==> src/rtl/div_32_pkg.sv <==
// div_32_pkg: shared encodings and constants for the multi-cycle divider.
// Latency: n/a (declarations only).
// Backpressure: n/a.
package div_32_pkg;

  // funct3[1:0] of the RV32M divide group
  localparam logic [1:0] OP_DIV  = 2'b00;
  localparam logic [1:0] OP_DIVU = 2'b01;
  localparam logic [1:0] OP_REM  = 2'b10;
  localparam logic [1:0] OP_REMU = 2'b11;

  // FSM state encoding
  localparam logic [1:0] ST_IDLE = 2'd0;
  localparam logic [1:0] ST_CALC = 2'd1;
  localparam logic [1:0] ST_FIX  = 2'd2;
  localparam logic [1:0] ST_DONE = 2'd3;

  localparam int DIV_ITER    = 32;
  localparam int DIV_LATENCY = 34;

  function automatic logic op_is_signed(input logic [1:0] op);
    return (op == OP_DIV) || (op == OP_REM);
  endfunction

  function automatic logic op_is_rem(input logic [1:0] op);
    return (op == OP_REM) || (op == OP_REMU);
  endfunction

endpackage

==> src/rtl/cla_32.sv <==
// cla_32: 32-bit adder/subtractor, 4-bit blocks with lookahead across blocks.
// Latency: combinational.
// Backpressure: none.
// Ports: src1, src2 operands; sub_flag=1 computes src1 - src2 (carry_out=1
// means no borrow); sum is the low 32 bits.
module cla_32 (
  input  logic [31:0] src1,
  input  logic [31:0] src2,
  input  logic        sub_flag,
  output logic [31:0] sum,
  output logic        carry_out
);

  logic [31:0] b;
  logic [31:0] g;
  logic [31:0] p;

  assign b = src2 ^ {32{sub_flag}};
  assign g = src1 & b;
  assign p = src1 ^ b;

  always_comb begin
    logic [7:0] grp_g;
    logic [7:0] grp_p;
    logic [8:0] grp_c;
    logic       acc;
    grp_g = '0;
    grp_p = '0;
    grp_c = '0;
    acc   = 1'b0;
    sum   = '0;
    for (int k = 0; k < 8; k++) begin
      grp_g[k] = g[4*k+3]
               | (p[4*k+3] & g[4*k+2])
               | (p[4*k+3] & p[4*k+2] & g[4*k+1])
               | (p[4*k+3] & p[4*k+2] & p[4*k+1] & g[4*k]);
      grp_p[k] = &p[4*k +: 4];
    end
    // Block carry-ins are each a flat function of the block G/P terms.
    for (int k = 0; k <= 8; k++) begin
      acc = sub_flag;
      for (int j = 0; j < k; j++) begin
        acc = grp_g[j] | (grp_p[j] & acc);
      end
      grp_c[k] = acc;
    end
    for (int k = 0; k < 8; k++) begin
      acc = grp_c[k];
      for (int i = 0; i < 4; i++) begin
        sum[4*k+i] = p[4*k+i] ^ acc;
        acc        = g[4*k+i] | (p[4*k+i] & acc);
      end
    end
    carry_out = grp_c[8];
  end

endmodule

==> src/rtl/div_32.sv <==
// div_32: RV32M DIV/DIVU/REM/REMU, restoring division, one quotient bit/cycle.
// Latency: fixed 34 cycles from accepted start to the done pulse.
// Backpressure: start is ignored while busy; accepted again in the done cycle.
// Ports: clk, rst (async, active high); start/op/src1/src2 request;
// busy while in flight, done one-cycle pulse, result held until next start.
module div_32
  import div_32_pkg::*;
#(
  parameter int XLEN = 32,
  parameter int ITER = DIV_ITER
) (
  input  logic            clk,
  input  logic            rst,
  input  logic            start,
  input  logic [1:0]      op,
  input  logic [XLEN-1:0] src1,
  input  logic [XLEN-1:0] src2,
  output logic            busy,
  output logic            done,
  output logic [XLEN-1:0] result
);

  logic [1:0]      state_q, state_d;
  logic [1:0]      op_q;
  logic            sgn1_q, sgn2_q, dvs_zero_q;
  logic [XLEN-1:0] quo_q;     // dividend, shifts left and fills with quotient bits
  logic [XLEN-1:0] dvs_q;
  logic [XLEN-1:0] rem_q;
  logic [XLEN-1:0] result_q;
  logic [5:0]      cnt_q;

  logic            accept, op_signed, calc_last, trial_ok, op_rem_q, neg_res;
  logic [XLEN-1:0] shifted, fix_val;
  logic [XLEN-1:0] add1_a, add1_b, add1_sum, add2_b, add2_sum;
  logic            add1_co, add2_co;

  assign accept    = start && ((state_q == ST_IDLE) || (state_q == ST_DONE));
  assign op_signed = op_is_signed(op);
  assign calc_last = (cnt_q == 6'(ITER - 1));

  // Low 32 bits of {rem, dividend msb}; the dropped bit 32 is rem_q msb.
  assign shifted  = {rem_q[XLEN-2:0], quo_q[XLEN-1]};
  assign trial_ok = rem_q[XLEN-1] | add1_co;

  assign op_rem_q = op_is_rem(op_q);
  assign fix_val  = op_rem_q ? rem_q : quo_q;
  // A zero divisor yields all-ones quotient regardless of signs.
  assign neg_res  = op_rem_q ? sgn1_q : ((sgn1_q ^ sgn2_q) & ~dvs_zero_q);

  // The trial adder is idle outside CALC, so at accept it forms 0 - src1.
  assign add1_a = (state_q == ST_CALC) ? shifted : '0;
  assign add1_b = (state_q == ST_CALC) ? dvs_q : src1;
  // Second adder: 0 - src2 at accept (carry_out flags src2 == 0),
  // 0 - quotient/remainder in FIX.
  assign add2_b = (state_q == ST_FIX) ? fix_val : src2;

  cla_32 u_cla_trial (
    .src1      (add1_a),
    .src2      (add1_b),
    .sub_flag  (1'b1),
    .sum       (add1_sum),
    .carry_out (add1_co)
  );

  cla_32 u_cla_neg (
    .src1      ('0),
    .src2      (add2_b),
    .sub_flag  (1'b1),
    .sum       (add2_sum),
    .carry_out (add2_co)
  );

  always_comb begin
    state_d = state_q;
    case (state_q)
      ST_IDLE: if (start) state_d = ST_CALC;
      ST_CALC: if (calc_last) state_d = ST_FIX;
      ST_FIX:  state_d = ST_DONE;
      ST_DONE: state_d = start ? ST_CALC : ST_IDLE;
      default: state_d = ST_IDLE;
    endcase
  end

  always_ff @(posedge clk or posedge rst) begin
    if (rst) begin
      state_q    <= ST_IDLE;
      op_q       <= '0;
      sgn1_q     <= 1'b0;
      sgn2_q     <= 1'b0;
      dvs_zero_q <= 1'b0;
      quo_q      <= '0;
      dvs_q      <= '0;
      rem_q      <= '0;
      result_q   <= '0;
      cnt_q      <= '0;
    end else begin
      state_q <= state_d;
      if (accept) begin
        op_q       <= op;
        sgn1_q     <= op_signed & src1[XLEN-1];
        sgn2_q     <= op_signed & src2[XLEN-1];
        quo_q      <= (op_signed && src1[XLEN-1]) ? add1_sum : src1;
        dvs_q      <= (op_signed && src2[XLEN-1]) ? add2_sum : src2;
        dvs_zero_q <= add2_co;
        rem_q      <= '0;
        cnt_q      <= '0;
      end else if (state_q == ST_CALC) begin
        rem_q <= trial_ok ? add1_sum : shifted;
        quo_q <= {quo_q[XLEN-2:0], trial_ok};
        cnt_q <= cnt_q + 6'd1;
      end else if (state_q == ST_FIX) begin
        result_q <= neg_res ? add2_sum : fix_val;
      end
    end
  end

  assign busy   = (state_q == ST_CALC) || (state_q == ST_FIX);
  assign done   = (state_q == ST_DONE);
  assign result = result_q;

endmodule
==> config.mk <==
export PLATFORM = sky130hd
export DESIGN_NAME = div_32
export DESIGN_NICKNAME = d
export VERILOG_FILES = /design/src/rtl/div_32_pkg.sv /design/src/rtl/cla_32.sv /design/src/rtl/div_32.sv
export SDC_FILE = /design/constraint.sdc
export NUM_CORES = 1
export LEC_CHECK = 0
export ABC_AREA = 1
export CAP_MARGIN = 20
export CORE_ASPECT_RATIO = 0.5
export CORE_UTILIZATION = 53
export DETAILED_ROUTE_END_ITERATION = 12
export GPL_TIMING_DRIVEN = 0
export MAX_ROUTING_LAYER = met4
export PLACE_DENSITY = 0.8
export SETUP_SLACK_MARGIN = 0.4
export SYNTH_ARGS = -nofsm -noshare
export SYNTH_HDL_FRONTEND = slang
export SYNTH_SLANG_ARGS = --single-unit
==> constraint.sdc <==
create_clock -name clk -period 4.3 [get_ports clk]
set_input_delay 0.645 -clock clk [delete_from_list [all_inputs] [get_ports clk]]
set_output_delay 0.645 -clock clk [all_outputs]
set_load 0.1 [all_outputs]
* Word level (Yosys, flattened, before mapping)
Cells that the tools add are included.
** Word-level totals
- Word-level logic and storage cells :: 299
- Bits in registers :: 141
** Cells by class
- Reduce and logical (&&, ||, !) cells :: 28
- Bitwise gates (word level) :: 232
- Multiplexer cells :: 19
- Equal/unequal tests :: 9
- Add/subtract/negate cells :: 1
** Operator list (count)
- 2-to-1 mux 32 bit :: 12
- AND 1 bit :: 103
- NOT 32 bit :: 2
- AND reduction 4 bit :: 16
- XOR 1 bit :: 63
- OR 1 bit :: 57
- AND 32 bit :: 1
- XOR 32 bit :: 1
- 2-to-1 mux 6 bit :: 2
- == test 2 bit, second input constant :: 5
- one-hot mux 2 bit (4 select lines) :: 1
- adder 6 x 1 -> 6 bit, second input constant :: 1
- == test 6 x 5 -> 1 bit, second input constant :: 1
- NOT 1 bit :: 5
- zero test 2 bit :: 2
- logical OR 1 bit :: 4
- 2-to-1 mux 2 bit :: 2
- != test 2 bit, second input constant :: 2
- logical AND 1 bit :: 3
- AND reduction 3 bit :: 1
- == test 2 x 1 -> 1 bit, second input constant :: 1
- 2-to-1 mux 1 bit :: 2
- AND reduction 2 bit :: 1
- nonzero test 2 bit :: 1

* Logic depth before layout (Yosys ltp)
Gate-level depths: netlist of the first run.
- Word-level depth :: 31
- Gate-level depth with buffers :: 31
- Gate-level depth less buffers :: 29

* By module
From an unflattened synthesis of the first run, not the netlist that was laid out.
** Second synthesis, totals
- Cell total of the unflattened synthesis :: 1722
- Area total of the unflattened synthesis :: 12170.4 sq um
** By module, submodules not included
- div_32 :: area each 8439.3 sq um, cells an instance 1219, instances 1
- cla_32 (u_cla_neg) :: area each 1866.8 sq um, cells an instance 252, instances 1
- cla_32 (u_cla_trial) :: area each 1864.3 sq um, cells an instance 251, instances 1

* Least setup slack after synthesis of the first run
No wires, ideal clock.
- Path kind :: register to register
- Start point :: register state_q[1]
- End point :: register quo_q[23]
- Path buffers :: 2
- Data arrival time :: 4.458 ns
- Clock period less this slack :: 4.541 ns
- Setup time :: 0.083 ns
- Path slack :: -0.241 ns
- Stages on the path, launching flop included :: 27
- Cells stage by stage :: dfrtp_1 inv_1 ha_1 clkbuf_1 clkbuf_1 mux2i_1 ha_1 nand2_1 nor2_1 nor2_1 nand2_2 nand2_2 nand2_2 nand2_2 nand2_2 nand2_1 nand2_2 nand2_2 nand2_2 fa_1 fa_1 fa_1 xor2_1 inv_1 o21ai_0 o21ai_0 o21ai_0
** On the way
- Word-level cells in the longest chain between the ends :: 26
- Elaborated cells on any way between the ends :: 74
- Those cells by class :: 2 x eq/ne; 4 x mux; 59 x bitwise; 9 x reduce/logical
** RTL lines
- start: declaration :: line div_32.sv:23 : logic [1:0] state_q, state_d;
- start signal: assignment :: line div_32.sv:97 : state_q <= state_d;
- == test 2 x 1 -> 1 bit :: line div_32.sv:51, div_32.sv:52, div_32.sv:107
- 2-to-1 mux 32 bit :: line div_32.sv:52 : assign add1_b = (state_q == ST_CALC) ? dvs_q : src1;
- NOT 32 bit (no source line)
- XOR 32 bit / AND 32 bit (equally long branches) :: line cla_32.sv:20, cla_32.sv:19
- AND 1 bit (on tied branches) :: line cla_32.sv:34, cla_32.sv:35, cla_32.sv:36
- OR 1 bit (tied with other cells) :: line cla_32.sv:34 : | (p[4*k+3] & g[4*k+2])
- OR 1 bit / AND 1 bit (equally long branches) :: line cla_32.sv:35, cla_32.sv:36
- OR 1 bit :: line cla_32.sv:36 : | (p[4*k+3] & p[4*k+2] & p[4*k+1] & g[4*k]);
- [10 not listed]
- OR 1 bit :: line cla_32.sv:51 : acc = g[4*k+i] | (p[4*k+i] & acc);
- AND 1 bit :: line cla_32.sv:51
- OR 1 bit :: line cla_32.sv:51
- AND 1 bit :: line cla_32.sv:51
- OR 1 bit :: line cla_32.sv:51
- XOR 1 bit :: line cla_32.sv:50 : sum[4*k+i] = p[4*k+i] ^ acc;
- 2-to-1 mux 32 bit :: line div_32.sv:102 : quo_q <= (op_signed && src1[XLEN-1]) ? add1_sum : src1;
- 2-to-1 mux 32 bit :: line div_32.sv:98 : if (accept) begin
- end signal: assignment :: line div_32.sv:102
- end signal: assignment :: line div_32.sv:109 : quo_q <= {quo_q[XLEN-2:0], trial_ok};
- end: declaration :: line div_32.sv:26 : logic [XLEN-1:0] quo_q;
Parallel ways exist; a longest one is shown, timed or not.
A chain may end at the register's enable or synchronous reset.

* Worst setup path in the final report of the first run
- Start point :: register state_q[0]
- End point :: register quo_q[30]
** On the way
- Word-level cells in the longest chain between the ends :: 28
- Elaborated cells on any way between the ends :: 94
- Those cells by class :: 2 x eq/ne; 4 x mux; 77 x bitwise; 11 x reduce/logical
** RTL lines
- == test 2 x 1 -> 1 bit :: line div_32.sv:51, div_32.sv:52, div_32.sv:107
- 2-to-1 mux 32 bit :: line div_32.sv:52
- NOT 32 bit (no source line)
- XOR 32 bit / AND 32 bit (equally long branches) :: line cla_32.sv:20, cla_32.sv:19
- AND 1 bit (on tied branches) :: line cla_32.sv:34, cla_32.sv:35, cla_32.sv:36
- OR 1 bit (tied with other cells) :: line cla_32.sv:34
- OR 1 bit / AND 1 bit (equally long branches) :: line cla_32.sv:35, cla_32.sv:36
- OR 1 bit :: line cla_32.sv:36
- [12 not listed]
- OR 1 bit :: line cla_32.sv:43 : acc = grp_g[j] | (grp_p[j] & acc);
- AND 1 bit :: line cla_32.sv:51
- OR 1 bit :: line cla_32.sv:51
- AND 1 bit :: line cla_32.sv:51
- OR 1 bit :: line cla_32.sv:51
- XOR 1 bit :: line cla_32.sv:50
- 2-to-1 mux 32 bit :: line div_32.sv:102
- 2-to-1 mux 32 bit :: line div_32.sv:98
Parallel ways exist; a longest one is shown, timed or not.

==> results of run 1 <==
## layer usage
layer | part of all wire (%) | wire, um | GRT usage (%)
met1 | 44 | 16460 | 58.59
met2 | 39 | 14620 | 52.89
met3 | 15 | 5676 | 13.33
met4 | 1.5 | 545 | 8.110
met5 | 0 | 0 | -
## area by class of cell
type	instances	area, um^2	area share (%)
Inverter	181	683.2	5.272
Clock buffer	18	439.2	3.389
Tap cell	259	324.1	2.501
Multi-Input combinational cell	960	5883	45.40
Sequential cell	140	3505	27.05
Clock inverter	14	170.2	1.313
Antenna cell	1	2.502	0.01931
Buffer	85	574.3	4.432
Timing Repair Buffer	141	1376	10.62
## placed cells by master, fill, tap and decap left out, drive strengths merged, types with 7 or more instances in the layout
master,Yosys,routed
clkdlybuf4s50,0,102
o21ai,225,225
clkbuf,62,77
fa,23,23
inv,180,180
dfrtp,140,140
nand3,71,71
nor2,50,50
o22ai,26,26
o21a,18,18
o211ai,36,36
a21oi,59,59
mux2i,7,7
ha,63,63
buf,23,65
nand2,339,339
xnor2,14,14
clkinv,1,7
## what timing repair did
item | CTS | global route
gates cloned | 1 | 0
buffers inserted | 21 | 14
pin swaps | 44 | 60
endpoints found under the setup margin | 83 | 46
hold buffers | 0 | 0
resized for setup | 101 | 83
## logic make-up (layout without fill, tap and decap cells)
kind of cell    count (synthesis)  after routing
compound gates                375            375
xor+xnor                       17             17
fa+ha+maj                      86             86
buf+inv                       266            439
flops                         140            140
mux                             7              7
other cells                     0              1
simple gates                  475            475
## final timing paths
| path | cells past startpoint | from | end | slack, ps |
|---|---|---|---|---|
| worst max-delay path | 28 | state_q[0]$_DFFE_PP0P_ | quo_q[30]$_DFFE_PP0P_ | -30 |
| worst min-delay path | 1 | cnt_q[5]$_DFFE_PP0P_ | cnt_q[5]$_DFFE_PP0P_ | 470 |
| worst max register to register | 28 | state_q[0]$_DFFE_PP0P_ | quo_q[30]$_DFFE_PP0P_ | -30 |
| worst min register to register | 1 | cnt_q[5]$_DFFE_PP0P_ | cnt_q[5]$_DFFE_PP0P_ | 470 |
| max in group asynchronous | 4 | rst | rem_q[0]$_DFFE_PP0P_ | 2650 |
| min in group asynchronous | 2 | rst | dvs_q[20]$_DFFE_PP0P_ | 710 |
## Yosys cell counts, types with 7 or more instances
library cell / n
clkbuf_1: 62
nand3_1: 71
nand2_2: 12
fa_1: 23
buf_2: 13
mux2i_1: 7
inv_1: 179
dfrtp_1: 140
o22ai_1: 26
nand2_1: 325
o21ai_1: 8
o211ai_1: 36
xnor2_1: 14
a21oi_1: 58
ha_1: 63
nor2_1: 48
o21a_1: 18
o21ai_0: 215
## power groups by stage
stage	logic, mW	clock network, mW	registers [mW]
final	7.92	1.55	2.35
after global routing	8.44	1.61	2.40
after CTS	7.37	1.55	2.32
after detailed placement	6.90	0	2.33
after global placement	6.75	0	2.32
after floorplan	3.76	0	3.30
## state kept, by name, indices dropped and copies added (netlist names)
register,count
dvs_q,32
state_q,2
quo_q,32
sgn1_q,1
cnt_q,6
rem_q,32
dvs_zero_q,1
sgn2_q,1
result,32
op_q,1
## worst max-delay path, delay by kind of cell (launching register included)
kind	cells	cell delay [ps]
adders and majority gates	5	1710
and+or+nand+nor	17	1280
DFF	1	440
buffers and inverters	3	370
AOI/OAI and AO/OA	2	220
muxes	1	140
==> results.json, run 1 <==
{
  "die_w_um": 197.1,
  "synth_top_area_cell": "dfrtp_1",
  "track_usage_pct": 40.03,
  "synth_top_family_by_area": "compound AO/OA/AOI/OAI gates",
  "violations": "setup timing",
  "cts_tree": "built",
  "hold_slack_ps": 471.3,
  "intPower_mw": 5.312,
  "crit_top_cell": "nand2_4",
  "synthXorXnorAreaFrac_pct": 1.477,
  "async_flop_share_pct": 100.0,
  "initial_core_util_pct": 54.43,
  "pwr-share-clk_pct": 13.1,
  "slew_violations": 0,
  "hp-class": "reg2reg",
  "final_layout_size_suffix_gt1_share_pct": 13.97,
  "rows": 35,
  "fin_crit_ps": 4326,
  "final_area_um2": 12960,
  "finalPower_mw": 11.82,
  "drt_first_iter_violations": 1433,
  "endpoint_kind": "flip-flop",
  "synth.yosys.seq_area_share_pct": 34.74,
  "htree_num_levels": 4,
  "ir_drop_mv": 0.4334,
  "core_area_um2": 18520,
  "wl_per_cell_um": 20.73,
  "fillers": 1521,
  "syn_inst": 1366,
  "setup_viol": 1,
  "syn_to_final_growth_pct": 28.50,
  "drt-vias-per-instance": 5.908,
  "cts.path.max_buffers": 2,
  "synthDistinctLibCells": 42,
  "synthAdderAreaFrac_pct": 12.38,
  "powerDensity_nw_per_um2": 912.2,
  "wl_um": 37300,
  "place_congestion": 0.9939,
  "die_area_um2": 19610,
  "ys_ff_latch": 140,
  "dp_hpwl_um": 27910,
  "drv_cap": 0,
  "path_class": "reg2reg",
  "final_nets": 1681,
  "finish.utilization_pct": 69.95,
  "start_kind": "flip-flop",
  "seqPwrFrac_pct": 19.8,
  "slew_headroom_pct": 22.99,
  "rsz0062_at_grt": "yes",
  "min_period_over_period_pct": 100.6,
  "pre_cts_ws_ps": -559.7,
  "tns_ps": -26.23,
  "cp.arrival_ps": 4610,
  "grt_first_pass_wirelength_um": 56330,
  "synth_area_per_cell_um2": 7.382,
  "syn_area_um2": 10080,
  "firstDrtPassIters": 6,
  "synthesis.nets": 1521,
  "outcome": "finished with violations",
  "p_sw_mw": 6.507,
  "worst_ep_required_time_ps": 4580,
  "ant_nets": 0,
  "dpl_cell_area_um2": 11570,
  "clk_latency_ps": 440,
  "skew_ps": 13.10,
  "swShare_pct": 55.06,
  "cts_buffers": 17,
  "synthTopCellsByArea": "dfrtp_1 35%, nand2_1 12%, o21ai_0 11%",
  "synth.area.mux_share_pct": 0.6949,
  "synth_compound_area_share_pct": 20.76,
  "synth.top_cell.area_share_pct": 34.74,
  "vias": 10630,
  "yosysWarnings": 0,
  "route.detailed.drc": 0,
  "grt_start_max_net_pins": 41,
  "overflow": 0,
  "io_pins": 103,
  "synth_ff_type": "dfrtp_1",
  "layout.cells.non_filler": 1799,
  "hold_viol": 0,
  "clk_pin_slew_ps": 70,
  "setup_ws_ps": -26.23,
  "grt_antenna_before_repair": 1,
  "p_leak_nw": 6.339,
  "synthSimpleGateAreaFrac_pct": 19.39,
  "io_buffer_count": 102,
  "p_comb_share_pct": 67.0,
  "critPathMaxStageDelay_ps": 610,
  "critPathSlowestCell": "fa_2",
  "cp_max_fo": 5,
  "grt_pass1_vias": 9830,
  "max_freq_mhz": 231.1,
  "dp_cells": 1730,
  "tightest_slew_ps": 1145,
  "cts.sinks": 140,
  "synth_edf_count": 0,
  "die_h_um": 99.54,
  "cts_root_buffer": "clkbuf_16"
}
(Power assumes the default switching activity.)
==> inputs of run 2 (changes only) <==
GPL_TIMING_DRIVEN = default   (was 0)
==> run 2 against run 1 <==
Net effect: the flow now finishes without violations; routed wire length fell by 12%; global-route usage decreased by 4.7 points; critical path depth decreased by 4; first-iteration DRC count is 0.28% lower; combinational power down 10%; clock skew fell by 4.2 ps; cell area shrank 4.4%; total power is 7.1% lower; register-to-register slack improved by 230 ps; via count down 5.7%; critical path type unchanged; largest power group unchanged.
==> results.json, run 2 (synthesis gave the netlist of run 1 again) <==
{
  "outcome": "finished, final reports clean",
  "grt_antenna_before_repair": 0,
  "cts.sinks": 140,
  "dpl_cell_area_um2": 11430,
  "cts_root_buffer": "clkbuf_16",
  "tightest_slew_ps": 994.0,
  "endpoint_kind": "flip-flop",
  "hold_viol": 0,
  "slew_violations": 0,
  "route.detailed.drc": 0,
  "final_layout_size_suffix_gt1_share_pct": 11.41,
  "fin_crit_ps": 4093,
  "hold-path-cell-count": 1,
  "firstDrtPassIters": 6,
  "vias": 10030,
  "min_period_over_period_pct": 95.19,
  "finish.utilization_pct": 66.90,
  "place_congestion": 0.9753,
  "initial_core_util_pct": 54.43,
  "ant_nets": 0,
  "final_area_um2": 12390,
  "cp.arrival_ps": 4450,
  "start_kind": "flip-flop",
  "rsz0062_at_grt": "yes",
  "rr_worst_depth": 24,
  "cts_tree": "built",
  "dp_cells": 1683,
  "io_pins": 103,
  "path_class": "reg2reg",
  "drt-vias-per-instance": 5.788,
  "min-delay-start": "result[23]$_DFFE_PP0P_",
  "hold_slack_ps": 481.5,
  "drt_first_iter_violations": 1429,
  "clk_latency_ps": 430,
  "r2r_slack_ps": 210,
  "cp_max_fo": 6,
  "grt_pass1_vias": 9224,
  "rows": 35,
  "htree_num_levels": 4,
  "io_buffer_count": 102,
  "core_area_um2": 18520,
  "hp-class": "reg2reg",
  "die_area_um2": 19610,
  "die_w_um": 197.1,
  "cts_buffers": 17,
  "r2r_end": "quo_q[22]$_DFFE_PP0P_",
  "pre_cts_ws_ps": -150.5,
  "layout_common_cells": "319 x nand2_1, 196 x o21ai_0, 173 x inv_1, 140 x dfrtp_1, 102 x clkdlybuf4s50_1",
  "dp_hpwl_um": 23010,
  "p_leak_nw": 6.089,
  "final_nets": 1615,
  "slew_headroom_pct": 33.03,
  "setup_viol": 0,
  "skew_ps": 8.874,
  "ir_drop_mv": 0.4555,
  "final_common_cell": "nand2_1",
  "worst_ep_required_time_ps": 4650,
  "track_usage_pct": 35.37,
  "setup_ws_ps": 206.7,
  "powerDensity_nw_per_um2": 886.4,
  "drv_cap": 0,
  "syn_to_final_growth_pct": 22.91,
  "die_h_um": 99.54,
  "overflow": 0,
  "diodes": 0,
  "grt_start_max_net_pins": 86,
  "holdPathEnd": "result[23]$_DFFE_PP0P_",
  "grt_first_pass_wirelength_um": 50730,
  "cts.path.max_buffers": 2,
  "layout.cells.non_filler": 1732,
  "reg2reg_from": "state_q[1]$_DFFE_PP0P_",
  "max_freq_mhz": 244.3,
  "wl_um": 32820,
  "clk_pin_slew_ps": 60,
  "wl_per_cell_um": 18.95
}
run 2: cell types whose count changed in the layout (fill, tap and decap cells not counted), moves of 6 or more:
cell      change
clkbuf_1     -48
o21ai_0      +31
o21ai_1      -24
buf_4        +17
buf_6        -11
buf_2        -10
inv_1         +9
inv_2         -9
nand2_1       +9
nand2_4       -7
nand3_1       +6
nand3_2       -6
o21ai_2       -6
run 2: worst max-delay path, cell delays in order (launching register included):
cell and delay, ps:
dfrtp_1 390, inv_2 90, ha_4 230, buf_6 150, buf_4 110, nand2_2 60
ha_1 300, or2_0 220, nand2_1 90, nand2_2 70, nand2_2 60, nand2_2 60
nand2_2 70, nand2_2 70, nand2_2 90, nand2_4 60, nand2_4 60, nand2_4 70
fa_2 410, fa_2 400, fa_2 520, inv_1 50, o21ai_0 160, o21ai_0 100
o21ai_1 130
run 2: layout make-up:
type,count,area (um^2)
Fill cell,1555,6131
Timing Repair Buffer,160,1508
Inverter,181,683.2
Tap cell,259,324.1
Clock inverter,11,133.9
Clock buffer,21,470.5
Sequential cell,140,3503
Multi-Input combinational cell,960,5771
run 2: worst max path at each step:
stage / endpoint / from / cells past startpoint / slack, ps
global placement: quo_q[30]$_DFFE_PP0P_ / src1[0] / 26 / -30
floorplan: quo_q[30]$_DFFE_PP0P_ / state_q[1]$_DFFE_PP0P_ / 29 / 350
finish: quo_q[22]$_DFFE_PP0P_ / state_q[1]$_DFFE_PP0P_ / 24 / 210
global route: quo_q[23]$_DFFE_PP0P_ / state_q[1]$_DFFE_PP0P_ / 25 / 50
CTS: quo_q[26]$_DFFE_PP0P_ / state_q[1]$_DFFE_PP0P_ / 18 / 330
detailed placement: quo_q[23]$_DFFE_PP0P_ / src1[0] / 24 / -150
run 2: where the power goes:
part | switching [mW] | internal, mW
registers | 0.402 | 1.94
logic | 4.97 | 2.16
clock network | 0.610 | 0.907
run 2: per-layer routing:
metal,part of all wire [%],global-route usage [%]
met5,0,-
met4,1.3,6.977
met3,14,12.21
met2,40,47.16
met1,45,51.22
run 2: metrics by stage:
stage | setup TNS, ps | total power [mW]
after floorplan | 0 | 7.065
after global placement | -50.85 | 8.736
after detailed placement | -944.2 | 8.939
after CTS | 0 | 10.66
after global routing | 0 | 11.71
final | 0 | 10.99
run 2: what timing repair did:
item	in CTS	in global routing
setup buffers	12	3
hold buffers	0	0
gates resized for setup	32	34
endpoints found under the setup margin	28	33
hold endpoints to repair	0	0
pin swaps	20	27
